--- src/rtl/conv_window_ctrl.sv ---
// Convolver window control: tracks pixel position in the frame and flags legal strided KxK windows.
// win_valid/out_row/out_col are registered one cycle after the completing pixel; input stalls while a window waits.
module conv_window_ctrl #(
  parameter int IMAGE_W     = 28,
  parameter int IMAGE_H     = 28,
  parameter int KERNEL_SIZE = 5,
  parameter int STRIDE      = 1,
  parameter int CNT_W       = 8
) (
  input  logic             clk,
  input  logic             rst,
  input  logic             start,
  input  logic             in_valid,
  output logic             in_ready,
  output logic             shift_en,
  output logic             win_valid,
  input  logic             out_ready,
  output logic [CNT_W-1:0] out_row,
  output logic [CNT_W-1:0] out_col,
  output logic             busy,
  output logic             frame_done
);

  localparam int OUT_W = (IMAGE_W - KERNEL_SIZE) / STRIDE + 1;
  localparam int OUT_H = (IMAGE_H - KERNEL_SIZE) / STRIDE + 1;

  localparam logic [CNT_W-1:0] X_MAX  = CNT_W'(IMAGE_W - 1);
  localparam logic [CNT_W-1:0] Y_MAX  = CNT_W'(IMAGE_H - 1);
  localparam logic [CNT_W-1:0] K_M1   = CNT_W'(KERNEL_SIZE - 1);
  localparam logic [CNT_W-1:0] S_M1   = CNT_W'(STRIDE - 1);
  localparam logic [CNT_W-1:0] OW_M1  = CNT_W'(OUT_W - 1);
  localparam logic [CNT_W-1:0] OH_M1  = CNT_W'(OUT_H - 1);
  // Last input column/row that can still complete a strided window.
  localparam logic [CNT_W-1:0] X_LAST = CNT_W'(KERNEL_SIZE - 1 + (OUT_W - 1) * STRIDE);
  localparam logic [CNT_W-1:0] Y_LAST = CNT_W'(KERNEL_SIZE - 1 + (OUT_H - 1) * STRIDE);

  typedef enum logic [1:0] {IDLE, RUN, DRAIN} state_t;

  state_t           state, state_nxt;
  logic [CNT_W-1:0] x, y, px, py;
  logic [CNT_W-1:0] wcol, wrow;
  logic             last_taken;
  logic             take, final_take, win_set, last_pixel;

  always_comb begin
    take       = win_valid & out_ready;
    final_take = take && (out_row == OH_M1) && (out_col == OW_M1);
    last_pixel = shift_en && (x == X_MAX) && (y == Y_MAX);
    win_set    = shift_en && (x >= K_M1) && (y >= K_M1) && (x <= X_LAST) && (y <= Y_LAST)
                 && (px == '0) && (py == '0);
  end

  always_ff @(posedge clk) begin
    if (rst) state <= IDLE;
    else     state <= state_nxt;
  end

  always_comb begin
    state_nxt = state;
    case (state)
      IDLE:    if (start) state_nxt = RUN;
      RUN:     if (last_pixel) state_nxt = DRAIN;
      // The final window may already have gone if trailing pixels followed it.
      DRAIN:   if (final_take || last_taken) state_nxt = IDLE;
      default: state_nxt = IDLE;
    endcase
  end

  always_comb begin
    busy     = (state != IDLE);
    in_ready = (state == RUN) && !(win_valid && !out_ready);
    shift_en = in_valid & in_ready;
  end

  always_ff @(posedge clk) begin
    if (rst) begin
      x          <= '0;
      y          <= '0;
      px         <= '0;
      py         <= '0;
      wcol       <= '0;
      wrow       <= '0;
      out_row    <= '0;
      out_col    <= '0;
      win_valid  <= 1'b0;
      last_taken <= 1'b0;
      frame_done <= 1'b0;
    end else begin
      frame_done <= (state == DRAIN) && (state_nxt == IDLE);
      if (state == IDLE && start) begin
        x          <= '0;
        y          <= '0;
        px         <= '0;
        py         <= '0;
        wcol       <= '0;
        wrow       <= '0;
        out_row    <= '0;
        out_col    <= '0;
        win_valid  <= 1'b0;
        last_taken <= 1'b0;
      end else begin
        if (shift_en) begin
          if (x == X_MAX) begin
            x  <= '0;
            px <= '0;
            if (y == Y_MAX) begin
              y  <= '0;
              py <= '0;
            end else begin
              y <= y + 1'b1;
              if (y >= K_M1) py <= (py == S_M1) ? '0 : py + 1'b1;
            end
          end else begin
            x <= x + 1'b1;
            if (x >= K_M1) px <= (px == S_M1) ? '0 : px + 1'b1;
          end
        end
        if (final_take) last_taken <= 1'b1;
        // A new window wins over clearing the one being taken this edge.
        if (win_set) begin
          win_valid <= 1'b1;
          out_row   <= wrow;
          out_col   <= wcol;
          if (wcol == OW_M1) begin
            wcol <= '0;
            wrow <= (wrow == OH_M1) ? '0 : wrow + 1'b1;
          end else begin
            wcol <= wcol + 1'b1;
          end
        end else if (take) begin
          win_valid <= 1'b0;
        end
      end
    end
  end

endmodule
--- config.mk ---
export PLATFORM = sky130hd
export DESIGN_NAME = conv_window_ctrl
export DESIGN_NICKNAME = d
export VERILOG_FILES = /design/src/rtl/conv_window_ctrl.sv
export SDC_FILE = /design/constraint.sdc
export NUM_CORES = 1
export LEC_CHECK = 0
export BUFFER_PORTS_ARGS = -buffer_cell sky130_fd_sc_hd__clkbuf_2
export CORE_MARGIN = 3
export CORE_UTILIZATION = 40
export DETAILED_ROUTE_END_ITERATION = 8
export HOLD_SLACK_MARGIN = 0.12
export SLEW_MARGIN = 20
export SYNTH_ARGS = -nofsm -noshare
export SYNTH_HDL_FRONTEND = slang
export SYNTH_SLANG_ARGS = --single-unit
--- constraint.sdc ---
create_clock -name clk -period 2.5 [get_ports clk]
set_input_delay 0.5 -clock clk [delete_from_list [all_inputs] [get_ports clk]]
set_output_delay 0.5 -clock clk [all_outputs]
set_load 0.02 [all_outputs]
==> qor.txt, run 1 <==
post-synthesis cell count -> 397
pin count of the biggest net entering global routing -> 25
Hold Crit Start -> rst
maxcap violations -> 0
Layout Nets -> 444
Arrival @ worst endpoint -> 2.60 ns
H-Tree Level Count -> 3
Synth Warn # -> 0
min cycle time layout -> 2.32 ns
leakage -> 1.31 nW
Via-to-Cell Ratio -> 5.24
# resized after CTS -> 0
status -> finished, final reports clean
total power -> 0.00197 W
setup_tns -> 0 ns
Core Area -> 7890 µm²
Ports -> 26
Final Skew -> 0.00992 ns
Final ANT Viol Nets -> 0
Slew HR -> 0.611
Syn-to-layout area delta -> 13.9%
critical path's slowest cell -> or4_1
Antenna Cells -> 0
Seq/Total Area, Yosys -> 0.418
syn_area_per_cell -> 8.32 µm²
cell breakdown of the critical path -> ha_1, nor4bb_1, nand3_1, or3_1, or4_1, a21oi_1
global-route wire length before repair -> 12.1 mm
power per cell area -> 524 nW/µm²
Yosys reg bits -> 69
setup slack, reg-to-reg -> 0.18 ns
Port Buffers -> 25
CP endpoint kind -> flip-flop
syn_nets -> 412
dpl hpwl -> 5.22 mm
FF-to-FF Start -> wcol[0]
clk_lat worst skew -> 0.34 ns
initial DRC count -> 109
Max Fanout on Critical Path -> 5
TritonCTS clock tree -> built
DRC viols -> 0
CP startpoint kind -> flip-flop
antenna violations before repair -> 0
Reg clk slew, reported paths -> 0.08 ns
cts hold-fix bufs -> 0
wire length per cell -> 13.3 µm
EDFF count, synth -> 0
die height -> 96.9 µm
Final period util -> 0.927
CTS Sinks -> 69
via count -> 2,810
r2r endpoint -> wrow[7]
final hold violations -> 0
pre-CTS setup slack -> 0.233 ns
die area -> 9380 µm²
fraction of registers with async set/reset -> 0
total CTS buffers -> 9
RSZ-0062 raised after global routing -> false
share of layout cells above drive strength 1 -> 0.154
Hold EP -> state[1]
Final Max Tran Viols -> 0
starting density of the core -> 0.419
Multi-input gate area -> 1790 µm²
fmax -> 432 MHz
Tot GR Track Use -> 0.154
Root Driver -> clkbuf_8
site row count -> 32
Critical Path RT -> 2.78 ns
setup violators final -> 0
unique cell type count in the Yosys netlist -> 47
first drt pass iteration count -> 4
Worst VDD drop -> 0.233 mV
deepest clock path buffer count -> 2
gpl congestion -> 0.831
register area -> 1380 µm²
post-synthesis cell area -> 3300 µm²
R2R cell count -> 6
# Post-CTS Setup Buffers -> 0
Post-synth top flop -> dfxtp_1
vias in the first global route -> 2,577
Die Wd -> 96.9 µm
Post-Layout Inst Area -> 3760 µm²
Worst-Margin Slew -> 0.579 ns
worst setup slack after layout -> 0.183 ns
total gr overflow -> 0
worst setup path category -> reg2reg
Fillers -> 786
Total Wirelength -> 7.13 mm
hold depth -> 2
cell area after placement -> 3590 µm²
Crit path largest cell delay -> 0.47 ns
Min-Delay Path Class -> in2reg
how the worst max path moves through the flow:
stage	to	depth (start not counted)	from
after floorplan	py[0]	7	x[2]
after global placement	wrow[7]	6	wcol[0]
after detailed placement	wrow[7]	6	wcol[0]
after CTS	wrow[7]	6	wcol[0]
after global routing	shift_en	4	state[0]
final	wrow[7]	6	wcol[0]
critical path, delay by kind of cell, from the launching register on:
family / cells / cell delay (ns)
simple gates: 4 / 1.49
flops: 1 / 0.39
fa+ha+maj: 1 / 0.23
compound gates: 1 / 0.14
synthesized netlist by cell type (3+ instances only):
library cell,number,area share
a21oi_1,37,0.056
a31oi_1,4,0.0076
and2_1,3,0.0057
and3_1,9,0.017
and4_1,4,0.011
buf_6,3,0.010
clkbuf_1,13,0.015
dfxtp_1,69,0.42
ha_1,10,0.038
inv_1,12,0.014
nand2_1,58,0.066
nand3_1,17,0.026
nand4_1,11,0.021
nor2_1,38,0.043
nor3_1,11,0.017
nor4_1,8,0.015
nor4_2,4,0.015
nor4b_1,4,0.011
nor4bb_1,3,0.0091
o21ai_0,8,0.012
o21ai_1,3,0.0045
or3_1,9,0.017
or4_1,4,0.0091
xnor2_1,17,0.045
xor2_1,10,0.027
state kept, by name, indices dropped and copies added, names as in the netlist:
name,flops
out_col,8
out_row,8
px,8
py,8
wcol,8
wrow,8
x,8
y,8
state,2
frame_done,1
last_taken,1
win_valid,1
stage by stage:
stage | cells | utilization | hold slack, ns
floorplan | 397 | - | 0.424
global placement | 520 | 0.455 | 0.456
detailed placement | 520 | 0.455 | 0.465
CTS | 536 | 0.477 | 0.392
global route | 536 | 0.477 | 0.418
finish | 536 | 0.477 | 0.400
per-layer routing:
layer / track usage / routed length [µm] / up-vias
met3: 0.0303 / 156 / 10
met2: 0.242 / 3280 / 21
li1: - / - / 1462
met4: 0.0594 / 122 / 0
met5: 0 / 0 / -
met1: 0.209 / 3570 / 1317
power breakdown:
part           internal, W  switching, W
registers          0.00110    0.00000245
clock network     0.000362      0.000439
logic            0.0000196     0.0000475
kinds of logic after synthesis:
group           after synthesis  synth area share
compound gates               65             0.118
flops                        69             0.418
fa+ha+maj                    10            0.0379
buf+inv                      30            0.0413
xor+xnor                     27            0.0716
mux                           2           0.00606
simple gates                194             0.307
final cells by class:
class,count,share of cell area
Multi-Input combinational cell,298,0.477
Timing Repair Buffer,38,0.0625
Clock buffer,9,0.0329
Inverter,13,0.0130
Clock inverter,7,0.0136
Tap cell,102,0.0339
Sequential cell,69,0.367
cell usage in the layout, fill, tap and decap left out, types with 2 or more instances in the layout:
cell type,count
dfxtp_1,69
nand2_1,58
nor2_1,38
a21oi_1,37
clkbuf_2,25
nand3_1,17
xnor2_1,17
inv_1,12
buf_4,12
nor3_1,11
nand4_1,11
xor2_1,10
ha_1,10
and3_1,9
or3_1,9
clkbuf_8,9
o21ai_0,8
nor4_1,8
a31oi_1,4
nor4b_1,4
and4_1,4
or4_1,4
and2_1,3
nor4bb_1,3
o21ai_1,3
nor4_2,3
nand2b_1,2
o2111a_1,2
or2_2,2
o2111ai_1,2
mux2i_1,2
o31ai_1,2
clkinvlp_4,2
clkinv_4,2
clkinv_2,2
(Power assumes the default switching activity.)
==> inputs of run 2 (changes only) <==
- BUFFER_PORTS_ARGS: -buffer_cell sky130_fd_sc_hd__clkbuf_2 -> -buffer_cell sky130_fd_sc_hd__buf_4
==> qor.txt, run 2 (synthesized netlist as in run 1, its figures left out) <==
via count -> 2,775 (-1.2%)
most frequent cells in the layout -> 69 x dfxtp_1, 58 x nand2_1, 38 x nor2_1
final hold violations -> 0 (unchanged)
Final Max Tran Viols -> 0 (unchanged)
Total Wirelength -> 7.11 mm (-0.17%)
gpl congestion -> 0.808 (-2.7%)
total CTS buffers -> 9 (unchanged)
total gr overflow -> 0 (unchanged)
die area -> 9380 µm² (unchanged)
clk_lat worst skew -> 0.34 ns (about the same)
Via-to-Cell Ratio -> 5.18 (-1.2%)
pin count of the biggest net entering global routing -> 25 (unchanged)
Syn-to-layout area delta -> 16.1%
maxcap violations -> 0 (unchanged)
CP endpoint kind -> primary output
Arrival @ worst endpoint -> 1.88 ns (-0.72 ns)
Post-Layout Inst Area -> 3840 µm² (+2.0%)
antenna violations before repair -> 0 (unchanged)
starting density of the core -> 0.419 (unchanged)
Die Wd -> 96.9 µm (unchanged)
Worst-Margin Slew -> 0.777 ns (+0.198 ns)
H-Tree Level Count -> 3 (unchanged)
Slew HR -> 0.482 (-0.130)
Min-Delay Path Class -> in2reg
worst setup path category -> reg2out
initial DRC count -> 97 (-11%)
Final period util -> 0.950 (+0.0235)
status -> finished, final reports clean
post-layout util -> 0.486 (+0.00936)
Ports -> 26 (unchanged)
Root Driver -> clkbuf_8
min cycle time layout -> 2.38 ns (+0.0588 ns)
first drt pass iteration count -> 4 (unchanged)
hold depth -> 2 (unchanged)
DRC viols -> 0 (unchanged)
RSZ-0062 raised after global routing -> false
Layout Nets -> 444 (unchanged)
dpl hpwl -> 5.08 mm (-2.8%)
Min Hold Slack -> 0.354 ns (-0.0461 ns)
leakage -> 1.33 nW (+1.4%)
Final Skew -> 0.0113 ns (+0.00139 ns)
Port Buffers -> 25 (unchanged)
power per cell area -> 517 nW/µm² (-1.3%)
vias in the first global route -> 2,450 (-4.9%)
Critical Path RT -> 2.00 ns (-0.78 ns)
die height -> 96.9 µm (unchanged)
Max Fanout on Critical Path -> 9 (+4)
setup_tns -> 0 ns (unchanged)
CP startpoint kind -> flip-flop
cell area after placement -> 3640 µm² (+1.5%)
R2R cell count -> 6 (unchanged)
global-route wire length before repair -> 12.0 mm (-1.0%)
commonest non-fill, non-tap cell in the layout -> dfxtp_1
Antenna Cells -> 0 (unchanged)
CTS Sinks -> 69 (unchanged)
setup violators final -> 0 (unchanged)
TritonCTS clock tree -> built
Reg clk slew, reported paths -> 0.07 ns (about the same)
share of layout cells above drive strength 1 -> 0.159 (+0.00461)
Worst VDD drop -> 0.203 mV (-13%)
wire length per cell -> 13.3 µm (-0.17%)
Core Area -> 7890 µm² (unchanged)
Final ANT Viol Nets -> 0 (unchanged)
deepest clock path buffer count -> 2 (unchanged)
cts hold-fix bufs -> 0 (unchanged)
site row count -> 32 (unchanged)
fmax -> 421 MHz (-2.5%)
Tot GR Track Use -> 0.153 (-0.00101)
==> run 2: final timing paths <==
path                   start          to  slack (ns)
setup / recovery    state[0]    shift_en        0.12
setup reg to reg     wcol[0]     wrow[7]        0.14
hold / removal           rst    state[1]        0.35
hold reg to reg   out_col[0]  out_col[0]        0.47
==> run 2: layout make-up <==
class                      instances  area, µm²
fill                             774       4050
timing repair buffer              38        298
tap                              102        128
multi-input combinational        298       1810
sequential                        69       1380
clock inverter                     7       50.0
clock buffer                       9        124
inverter                          13       48.8
==> run 2: per-layer routing <==
metal,vias to the layer above,track usage,part of all wire
met5,-,0,0
met4,0,0.0583,0.013
met3,9,0.0274,0.027
met2,27,0.229,0.44
met1,1271,0.219,0.52
li1,1468,-,-
==> run 2: report_power, final <==
part           internal (W)  leakage (nW)  switching [W]
Combinational     0.0000219         0.693      0.0000472
Sequential          0.00110         0.556     0.00000221
Clock              0.000363        0.0820       0.000450
==> run 2: stage by stage <==
stage / power, W / worst slack (ns) / instances
global placement: 0.00120 / 0.217 / 519
CTS: 0.00201 / 0.111 / 535
global route: 0.00206 / 0.000920 / 536
finish: 0.00198 / 0.124 / 536
floorplan: 0.00117 / 0.395 / 397
detailed placement: 0.00120 / 0.189 / 519
==> run 2: repair_timing <==
item,CTS,global route
setup endpoints to repair,0,6
endpoints found under the hold margin,0,0
gates resized for setup,0,2
buffers inserted,0,1
==> run 2: critical path, stage by stage, from the launching register on <==
cell     delay [ns]
dfxtp_1        0.38
nor2b_1        0.42
nand3_1        0.33
inv_2          0.23
buf_4          0.17
==> inputs of run 3 (changes only) <==
- MAX_ROUTING_LAYER: unset -> met4
==> qor.txt, run 3 (synthesized netlist as in run 1, its figures left out) <==
status -> finished, final reports clean
DRC viols -> 0 (unchanged)
clk_lat worst skew -> 0.34 ns (about the same)
min cycle time layout -> 2.36 ns (-0.0181 ns)
total gr overflow -> 0 (unchanged)
Via-to-Cell Ratio -> 5.17 (-0.11%)
Port Buffers -> 25 (unchanged)
site row count -> 32 (unchanged)
starting density of the core -> 0.419 (unchanged)
power per cell area -> 518 nW/µm² (about the same)
leakage -> 1.33 nW (about the same)
Ports -> 26 (unchanged)
RSZ-0062 raised after global routing -> false
Crit path largest cell delay -> 0.48 ns (+0.06 ns)
Final ANT Viol Nets -> 0 (unchanged)
Worst-Margin Slew -> 0.781 ns (+0.00343 ns)
first drt pass iteration count -> 4 (unchanged)
Final Skew -> 0.0105 ns (-0.000844 ns)
cell breakdown of the critical path -> ha_1, nor4bb_2, nand3_1, or3_1, or4_1, a21oi_1
maxcap violations -> 0 (unchanged)
critical path's slowest cell -> or4_1
H-Tree Level Count -> 3 (unchanged)
Final period util -> 0.943 (-0.00722)
cell family contributing the most delay on the critical path -> simple AND/OR/NAND/NOR gates
Worst VDD drop -> 0.202 mV (about the same)
deepest clock path buffer count -> 2 (unchanged)
fmax -> 424 MHz (+0.77%)
Root Driver -> clkbuf_8
commonest non-fill, non-tap cell in the layout -> dfxtp_1
most frequent cells in the layout -> 69 x dfxtp_1, 58 x nand2_1, 38 x nor2_1
initial DRC count -> 99 (+2.1%)
Core Area -> 7890 µm² (unchanged)
Max Fanout on Critical Path -> 5 (-4)
Placed Cells -> 519 (unchanged)
Slew HR -> 0.479 (-0.00228)
antenna violations before repair -> 0 (unchanged)
Arrival @ worst endpoint -> 2.63 ns (+0.75 ns)
Die Wd -> 96.9 µm (unchanged)
fin cells -> 536 (unchanged)
CTS Sinks -> 69 (unchanged)
CP startpoint kind -> flip-flop
Critical Path RT -> 2.77 ns (+0.77 ns)
gpl congestion -> 0.820 (+1.5%)
global-route wire length before repair -> 12.0 mm (unchanged)
via count -> 2,772 (-0.11%)
total power -> 0.00199 W (+0.14%)
GR Util met1 -> 0.219 (-0.000445)
met2 Track Usage GR -> 0.229 (unchanged)
GR Util met3 -> 0.0296 (+0.00216)
pin count of the biggest net entering global routing -> 25 (unchanged)
setup_tns -> 0 ns (unchanged)
CP endpoint kind -> flip-flop
share of layout cells above drive strength 1 -> 0.161 (+0.00230)
Layout Nets -> 444 (unchanged)
final hold violations -> 0 (unchanged)
total CTS buffers -> 9 (unchanged)
pre-CTS setup slack -> 0.189 ns (unchanged)
worst setup path category -> reg2reg
worst setup slack after layout -> 0.142 ns (+0.0181 ns)
GRT Max-Usage Layer -> met2
TritonCTS clock tree -> built
Syn-to-layout area delta -> 16.2% (about the same)
Final Max Tran Viols -> 0 (unchanged)
vias in the first global route -> 2,448 (-0.082%)
Antenna Cells -> 0 (unchanged)
Reg clk slew, reported paths -> 0.08 ns (about the same)
dpl hpwl -> 5.08 mm (unchanged)
setup violators final -> 0 (unchanged)
Min Hold Slack -> 0.353 ns (-0.00177 ns)
Min-Delay Path Class -> in2reg
Tot GR Track Use -> 0.158 (+0.00464)
die area -> 9380 µm² (unchanged)
wire length per cell -> 13.3 µm (+0.25%)
die height -> 96.9 µm (unchanged)
Total Wirelength -> 7.13 mm (+0.25%)
Crit path buffers/inverters -> 0 (-2)
run 3: cell counts in the layout (fill, tap and decap cells not counted):
Identical to the previous run, type by type.
run 3: cell type report:
class	instances	area [µm²]
clock buffer	9	124
sequential	69	1380
clock inverter	7	50.0
fill	773	4050
tap	102	128
timing repair buffer	38	298
multi-input combinational	298	1810
inverter	13	48.8
run 3: final timing paths:
check	from	to	slack (ns)	cells past startpoint
max	wcol[0]	wrow[7]	0.14	6
min	rst	state[1]	0.35	2
max reg2reg	wcol[0]	wrow[7]	0.14	6
min reg2reg	out_col[0]	out_col[0]	0.47	2
run 3: timing repair:
item | in CTS | in global routing
hold buffers | 0 | 0
resized for setup | 0 | 3
endpoints found under the setup margin | 0 | 7
setup buffers | 0 | 1
run 3: metal layers:
metal / share of wire / vias up
li1: - / 1471
met1: 0.53 / 1276
met2: 0.44 / 21
met3: 0.024 / 4
met4: 0.0046 / 0
met5: 0 / -
run 3: report_power, final:
part	internal (W)	switching (W)
Combinational	0.0000222	0.0000471
Sequential	0.00110	0.00000222
Clock	0.000363	0.000452
Total	0.00148	0.000502
run 3: worst reg2reg max path, delay by kind of cell (launching register included):
kind,cells,cell delay [ns]
flops,1,0.40
fa+ha+maj,1,0.23
compound gates,1,0.14
simple gates,4,1.52
run 3: through the flow:
step / area (µm²) / utilization
2_1_floorplan: 3300 / -
3_3_place_gp: 3640 / 0.462
3_5_place_dp: 3640 / 0.462
4_1_cts: 3820 / 0.484
5_1_grt: 3840 / 0.487
6_report: 3840 / 0.487
